$ cat src/rtl/mux_scan_arbiter_if.sv
// Bus bundle between the scan arbiter, the 8:1 nibble multiplexer and the downstream sink.
// The arbiter side uses the master modport; the environment side uses the slave modport.
interface mux_scan_arbiter_if;
  logic [7:0] req;
  logic [3:0] mux_y;
  logic       s2;
  logic       s1;
  logic       s0;
  logic [7:0] grant;
  logic [3:0] out_data;
  logic [2:0] out_chan;
  logic       out_valid;
  logic       out_ready;

  modport master (
    input  req, mux_y, out_ready,
    output s2, s1, s0, grant, out_data, out_chan, out_valid
  );

  modport slave (
    output req, mux_y, out_ready,
    input  s2, s1, s0, grant, out_data, out_chan, out_valid
  );
endinterface

$ cat src/rtl/mux_scan_arbiter.sv
// Round-robin sequencer for an 8-channel 4-bit mux: select, capture one cycle later, deliver on valid/ready.
// Optional macro ARB_FIXED_PRIO_EN: lowest asserted channel always wins instead of round-robin.
module mux_scan_arbiter (
  input  logic                       clk,
  input  logic                       rst_n,
  mux_scan_arbiter_if.master         bus
);

  typedef enum logic [1:0] {
    ST_IDLE,
    ST_SAMPLE,
    ST_HOLD
  } state_t;

  state_t     r_state;
  logic [2:0] r_sel;
  logic [2:0] r_last;
  logic [7:0] r_grant;
  logic [3:0] r_out_data;
  logic [2:0] r_out_chan;
  logic       r_out_valid;

  logic [2:0] w_winner;
  logic [2:0] w_idx;
  logic       w_found;

  always_comb begin
    w_winner = '0;
    w_idx    = '0;
    w_found  = 1'b0;
`ifdef ARB_FIXED_PRIO_EN
    for (int unsigned k = 0; k < 8; k++) begin
      w_idx = 3'(k);
      if (!w_found && bus.req[w_idx]) begin
        w_winner = w_idx;
        w_found  = 1'b1;
      end
    end
`else
    // Scan last+1 .. last+8 (mod 8); the last served channel is checked last.
    for (int unsigned k = 1; k <= 8; k++) begin
      w_idx = r_last + 3'(k);
      if (!w_found && bus.req[w_idx]) begin
        w_winner = w_idx;
        w_found  = 1'b1;
      end
    end
`endif
  end

  always_ff @(posedge clk or negedge rst_n) begin
    if (!rst_n) begin
      r_state     <= ST_IDLE;
      r_sel       <= '0;
      r_last      <= 3'd7;
      r_grant     <= '0;
      r_out_data  <= '0;
      r_out_chan  <= '0;
      r_out_valid <= 1'b0;
    end else begin
      r_grant <= '0;
      case (r_state)
        ST_IDLE: begin
          r_out_valid <= 1'b0;
          if (|bus.req) begin
            r_sel   <= w_winner;
            r_state <= ST_SAMPLE;
          end
        end
        ST_SAMPLE: begin
          r_out_data  <= bus.mux_y;
          r_out_chan  <= r_sel;
          r_out_valid <= 1'b1;
          r_grant     <= 8'b1 << r_sel;
          r_last      <= r_sel;
          r_state     <= ST_HOLD;
        end
        ST_HOLD: begin
          if (r_out_valid && bus.out_ready) begin
            r_out_valid <= 1'b0;
            if (|bus.req) begin
              r_sel   <= w_winner;
              r_state <= ST_SAMPLE;
            end else begin
              r_state <= ST_IDLE;
            end
          end
        end
        default: r_state <= ST_IDLE;
      endcase
    end
  end

  assign bus.s2        = r_sel[2];
  assign bus.s1        = r_sel[1];
  assign bus.s0        = r_sel[0];
  assign bus.grant     = r_grant;
  assign bus.out_data  = r_out_data;
  assign bus.out_chan  = r_out_chan;
  assign bus.out_valid = r_out_valid;

endmodule

$ cat src/flat_wrapper.sv
// flat-port wrapper written by rule: the top's interface ports become plain ports
module mux_scan_arbiter_flat 
  (clk, rst_n, bus_req, bus_mux_y, bus_out_ready, bus_s2, bus_s1, bus_s0, bus_grant, bus_out_data, bus_out_chan, bus_out_valid);
  mux_scan_arbiter_if bus_i ();
  input  logic clk;
  input  logic rst_n;
  input wire logic [$bits(bus_i.req)-1:0] bus_req;
  input wire logic [$bits(bus_i.mux_y)-1:0] bus_mux_y;
  input wire logic [$bits(bus_i.out_ready)-1:0] bus_out_ready;
  output wire logic [$bits(bus_i.s2)-1:0] bus_s2;
  output wire logic [$bits(bus_i.s1)-1:0] bus_s1;
  output wire logic [$bits(bus_i.s0)-1:0] bus_s0;
  output wire logic [$bits(bus_i.grant)-1:0] bus_grant;
  output wire logic [$bits(bus_i.out_data)-1:0] bus_out_data;
  output wire logic [$bits(bus_i.out_chan)-1:0] bus_out_chan;
  output wire logic [$bits(bus_i.out_valid)-1:0] bus_out_valid;
  assign bus_i.req = bus_req;
  assign bus_i.mux_y = bus_mux_y;
  assign bus_i.out_ready = bus_out_ready;
  assign bus_s2 = bus_i.s2;
  assign bus_s1 = bus_i.s1;
  assign bus_s0 = bus_i.s0;
  assign bus_grant = bus_i.grant;
  assign bus_out_data = bus_i.out_data;
  assign bus_out_chan = bus_i.out_chan;
  assign bus_out_valid = bus_i.out_valid;
  mux_scan_arbiter u_core (.clk(clk), .rst_n(rst_n), .bus(bus_i));
endmodule
$ cat config.mk
export PLATFORM = sky130hd
export DESIGN_NAME = mux_scan_arbiter_flat
export DESIGN_NICKNAME = d
export VERILOG_FILES = /design/src/rtl/mux_scan_arbiter_if.sv /design/src/rtl/mux_scan_arbiter.sv /design/src/flat_wrapper.sv
export SDC_FILE = /design/constraint.sdc
export NUM_CORES = 1
export LEC_CHECK = 0
export CAP_MARGIN = 0
export CORE_MARGIN = 1
export CORE_UTILIZATION = 49
export DETAILED_ROUTE_END_ITERATION = 10
export MAX_ROUTING_LAYER = met4
export PLACE_DENSITY = 0.8
export SKIP_CTS_REPAIR_TIMING = 1
export SLEW_MARGIN = 20
export SYNTH_ARGS = -nofsm -noshare
export SYNTH_HDL_FRONTEND = slang
export SYNTH_SLANG_ARGS = --single-unit
$ cat constraint.sdc
create_clock -name clk -period 7.75 [get_ports clk]
set_input_delay 1.9375 -clock clk [delete_from_list [all_inputs] [get_ports clk]]
set_output_delay 1.9375 -clock clk [all_outputs]
set_load 0.01 [all_outputs]
Word level (Yosys, flattened, before mapping)
Index checks and enable logic that the tools add are counted.
{ "word_totals": {"register_bits": 24, "in_bits": 15, "out_inout_bits": 19, "wordCells": 90} }
{ "classes": {"add_sub_neg": 7, "n_lt_le_gt_ge": 8, "n_eq_ne": 4, "shifts": 1, "mux": 41, "reduce_logical": 22} }
{ "op_table": {"columns": ["op", "n"], "rows": [
  ["$lt 3x4->1 const B", 8],
  ["$mux 3", 10],
  ["$bmux 1 s3", 8],
  ["$mux 1", 17],
  ["$add 3x3->3 const B", 4],
  ["$logic_and 1x1->1", 8],
  ["$mux 8", 1],
  ["$reduce_or 8->1", 1],
  ["$shl 1x3->8 const A", 1],
  ["$logic_not 1->1", 7],
  ["$add 3x2->3 const B", 2],
  ["$pmux 2 s3", 1],
  ["$pmux 3 s2", 1],
  ["$reduce_and 2->1", 3],
  ["$mux 2", 2],
  ["$ne 2x1->1 const B", 2],
  ["$add 3x1->3 const B", 1],
  ["$pmux 1 s3", 1],
  ["$reduce_bool 3->1", 1],
  ["$eq 2x1->1 const B", 1],
  ["$eq 2x2->1 const B", 1],
  ["$logic_not 2->1", 1],
  ["$reduce_bool 2->1", 1]
]} }

Logic depth before layout (Yosys ltp)
{ "logic_depth": {"word_depth": 28, "depth_mapped": 11, "mapped_depth_nobuf": 8} }

Worst setup path before layout
No wires, ideal clock.
{ "synth_path": {"path_type": "input -> register", "from": "input port bus_req[0]", "to": "register u_core.r_sel[1]", "setup_ps": 134, "t_arrival_ps": 3536, "required_time_ps": 7616, "setup_slack_ps": 4080, "path_stages": 6, "path_buffers": 0, "path_cell_list": "mux2_1 mux4_2 nor4b_4 a21bo_1 o211ai_1 o22ai_1"} }
{ "synth_between": {"elab_chain_len": 27, "elab_cells_between_ends": 49, "cone_classes": "34 x mux; 15 x reduce/logical"} }
{ "synth_rtl": {"columns": ["item", "line_no", "rtl"], "rows": [
  ["from (decl)", "flat_wrapper.sv:7", "input wire logic [$bits(bus_i.req)-1:0] bus_req;"],
  ["$bmux 1 s3", "mux_scan_arbiter.sv:43", "if (!w_found && bus.req[w_idx]) begin"],
  ["$mux 1 (not written as such)", "mux_scan_arbiter.sv:43", null],
  ["$mux 1", "mux_scan_arbiter.sv:43", null],
  ["$logic_not 1->1", "mux_scan_arbiter.sv:43", null],
  ["$logic_and 1x1->1", "mux_scan_arbiter.sv:43", null],
  ["$mux 1", "mux_scan_arbiter.sv:43", null],
  ["$logic_not 1->1", "mux_scan_arbiter.sv:43", null],
  ["$logic_and 1x1->1", "mux_scan_arbiter.sv:43", null],
  ["(+11 left out)", null, null],
  ["$logic_and 1x1->1", "mux_scan_arbiter.sv:43", null],
  ["$mux 1", "mux_scan_arbiter.sv:43", null],
  ["$logic_not 1->1", "mux_scan_arbiter.sv:43", null],
  ["$logic_and 1x1->1", "mux_scan_arbiter.sv:43", null],
  ["$mux 3", "mux_scan_arbiter.sv:43", null],
  ["$mux 3 *", "mux_scan_arbiter.sv:65, mux_scan_arbiter.sv:81", null],
  ["$mux 3", "mux_scan_arbiter.sv:79", "if (r_out_valid && bus.out_ready) begin"],
  ["$pmux 3 s2 *", "mux_scan_arbiter.sv:62", "case (r_state)"],
  ["to (signal assigned)", "mux_scan_arbiter.sv:66", "r_sel <= w_winner;"],
  ["to (signal assigned)", "mux_scan_arbiter.sv:82", "r_sel <= w_winner;"],
  ["to (decl)", "mux_scan_arbiter.sv:16", "logic [2:0] r_sel;"]
]} }
Every way passes the cells marked *; elsewhere a longest branch is shown, timed or not. The select of a mux whose other input is x is not followed.
A chain may end at the register's enable or synchronous reset.

Final worst setup path
{ "layout_path": {"from": "input port bus_req[7]", "to": "register u_core.r_sel[1]"} }
Same word-level chain as after synthesis.

==> reports/results.ini <==
[global_route]
grt_util_met2_pct=37.4
grtUsageTotal_pct=23.0
grt_use_met1_pct=30.8
antenna_found_initial=0
busiest_layer=met2
first_global_vias=1492
grt_pass1_wl_mm=7.13
grtUsageMet3_pct=1.81
grt_max_degree=25
gr-total-overflow=0

[finish]
fin_area_sq_mm=0.00224
nNetsFinal=235
syn_to_final_growth_pct=20.4
drive_gt1_share_pct=12.4
fillers=324
diodes=0

[timing]
final.period_utilization_pct=54.9
relSlewSlack_pct=54.7
clock_skew_ns=0.00227
worst_pin_slew_ns=0.678
min_period_ns=4.25
rsz0062_at_grt=no
hold_ws_ns=0.481
drv_slew=0
fin_setup_tns_ns=0
setup_viol=0
clock.fmax_mhz=235
hold_viol=0

[power]
ir_drop_uv=208
powerDensity_mw_per_mm2=466
p_leak_nw=0.900

[run]
drv_cap=0

[die]
core_sq_mm=0.00366
dieArea_sq_mm=0.00404
rows=22
start_util_pct=50.8
die_height_um=63.6
pin_count=34
die_width_um=63.6

[worst_hold_path]
hold_class=register to register

[critical_path]
worst_ep_required_time_ns=7.93
worstSetupEndpointType=register
critPathArrivalTime_ns=4.43
critPathMaxFanout=8
critical_path.startpoint_type=input port
worstSetupPathType=input port to register
r2r_setup_slack_ns=4.35

[synth]
synth_warnings=0
synth_nets=207
async_reset_ff_share_pct=100
syn-mean-instance-area_sq_um=9.79
ys_types=52
synth_ff_type=dfrtp_1
synth_seq_cells=24
synth_cells=190
synth_area_sq_mm=0.00186
yosysSeqAreaShare_pct=32.5
synth_edf_count=0

[routing]
dr.pass1.iters=4
via_per_inst=5.90
wl_per_cell_um=15.2
drt_iter0_drc=84
via_count=1563
antenna_left=0
wl_mm=4.02
drc=0

[placement]
post_dp_cell_area_sq_mm=0.00219
portBuffers=33
gp_congestion=0.873
hpwlAfterDp_mm=3.00

[cts]
clock_sinks=24
cts_tree=done
htree_levels=1
path_clk_slew_ns=0.08
clockBufferDepth=2
cts-buffers-inserted=3
cts_root_buf=clkbuf_8
insertion_delay_ns=0.26

[run_status]
status=finished, final reports clean

[worst paths after layout]
| path | startpoint | end | cells after the start |
|---|---|---|---|
| worst max-delay path | bus_req[7] | u_core.r_sel[1] | 7 |
| worst min-delay path | u_core.bus.out_data[1] | u_core.bus.out_data[1] | 2 |
| worst max register to register | u_core.r_last[1] | u_core.r_sel[2] | 8 |
| worst min register to register | u_core.bus.out_data[1] | u_core.bus.out_data[1] | 2 |
| max in group asynchronous | rst_n | u_core.r_last[2] | 1 |
| min in group asynchronous | rst_n | u_core.bus.grant[1] | 1 |
[layout make-up]
| cell class | instances | area [sq um] | area share, % |
|---|---|---|---|
| multi-input combinational | 149 | 1170 | 52.2 |
| clock buffer | 4 | 55.1 | 2.46 |
| tap | 48 | 60.1 | 2.68 |
| sequential | 24 | 604 | 27.0 |
| inverter | 7 | 26.3 | 1.17 |
| timing repair buffer | 33 | 325 | 14.5 |
[cells in the mapped netlist, drive strengths merged, types with 2 or more instances]
| cell | number | area share (%) |
|---|---|---|
| a22oi | 2 | 0.81 |
| a21o | 2 | 0.88 |
| clkbuf | 4 | 0.81 |
| a21boi | 2 | 0.81 |
| inv | 7 | 1.4 |
| o21a | 2 | 0.81 |
| buf | 6 | 2.5 |
| a311oi | 2 | 0.94 |
| nor3 | 6 | 1.6 |
| dfrtp | 21 | 28 |
| nand2 | 30 | 6.1 |
| o22ai | 3 | 1.0 |
| mux2i | 6 | 3.2 |
| mux2 | 9 | 5.5 |
| o21ai | 8 | 2.2 |
| xnor2 | 2 | 0.94 |
| or3 | 2 | 0.67 |
| dfstp | 3 | 4.2 |
| o31ai | 2 | 0.81 |
| nor2 | 14 | 2.8 |
| mux4 | 11 | 14 |
| nor4 | 4 | 2.2 |
| ha | 2 | 1.3 |
| a31oi | 4 | 1.3 |
| nand4 | 2 | 0.67 |
| xor2 | 3 | 1.4 |
| nand2b | 8 | 2.7 |
| a21oi | 7 | 1.9 |
[sequential cells by signal, indices dropped and copies added, names as in the netlist]
signal and count:
u_core.bus.out_data 4, u_core.r_sel 3, u_core.bus.out_valid 1, u_core.r_state 2, u_core.bus.grant 8, u_core.r_last 3, u_core.bus.out_chan 3
[critical path, stage by stage]
cell	delay, ns
clkdlybuf4s50_1	0.51
mux4_1	0.70
mux2_2	0.35
a2111oi_0	0.50
o21a_1	0.21
a311oi_1	0.06
o22ai_1	0.16
[power breakdown]
part           switching, mW  internal (mW)
Clock                 0.0361         0.0452
Sequential            0.0796          0.181
Combinational          0.367          0.334
Total                  0.482          0.560
[per-layer routing]
metal / share of wire (%) / vias to the layer above
met5: 0 / -
met4: 0.35 / 0
met3: 4.6 / 2
met2: 50 / 54
met1: 45 / 746
li1: - / 761
[stage by stage]
stage | util [%] | std cells | power (mW) | setup WS, ns
CTS | 61.3 | 265 | 1.04 | 3.47
global placement | 59.8 | 261 | 0.947 | 3.32
global route | 61.1 | 265 | 1.13 | 3.38
finish | 61.1 | 265 | 1.04 | 3.50
floorplan | - | 190 | 0.784 | 4.08
detailed placement | 59.8 | 261 | 0.954 | 3.24
[logic make-up after synthesis]
family	count (synthesis)	synth area share (%)
flip-flops	24	32.5
buffers and inverters	17	4.71
XOR/XNOR	5	2.36
AND/OR/NAND/NOR	74	20.9
adder cells (fa/ha/maj)	2	1.35
AO/OA/AOI/OAI	42	15.3
multiplexers	26	22.8
[cell usage in the layout, fill, tap and decap left out, types with 2 or more instances in the layout]
cell type	count
o21ai_0	6
nand2b_1	8
xor2_1	3
o21ai_1	2
mux4_1	4
clkdlybuf4s50_1	32
mux2i_1	6
nor3_1	6
o21a_1	2
a21oi_1	7
nand2_1	30
nor4_1	3
mux2_2	8
dfstp_2	3
dfrtp_1	21
mux4_2	7
clkbuf_8	4
xnor2_1	2
a311oi_1	2
ha_1	2
o22ai_1	3
nor2_1	14
a31oi_1	4
o31ai_1	2
a22oi_1	2
inv_1	7
nand4_1	2
or3_1	2
Power figures use the tool's default switching activity.
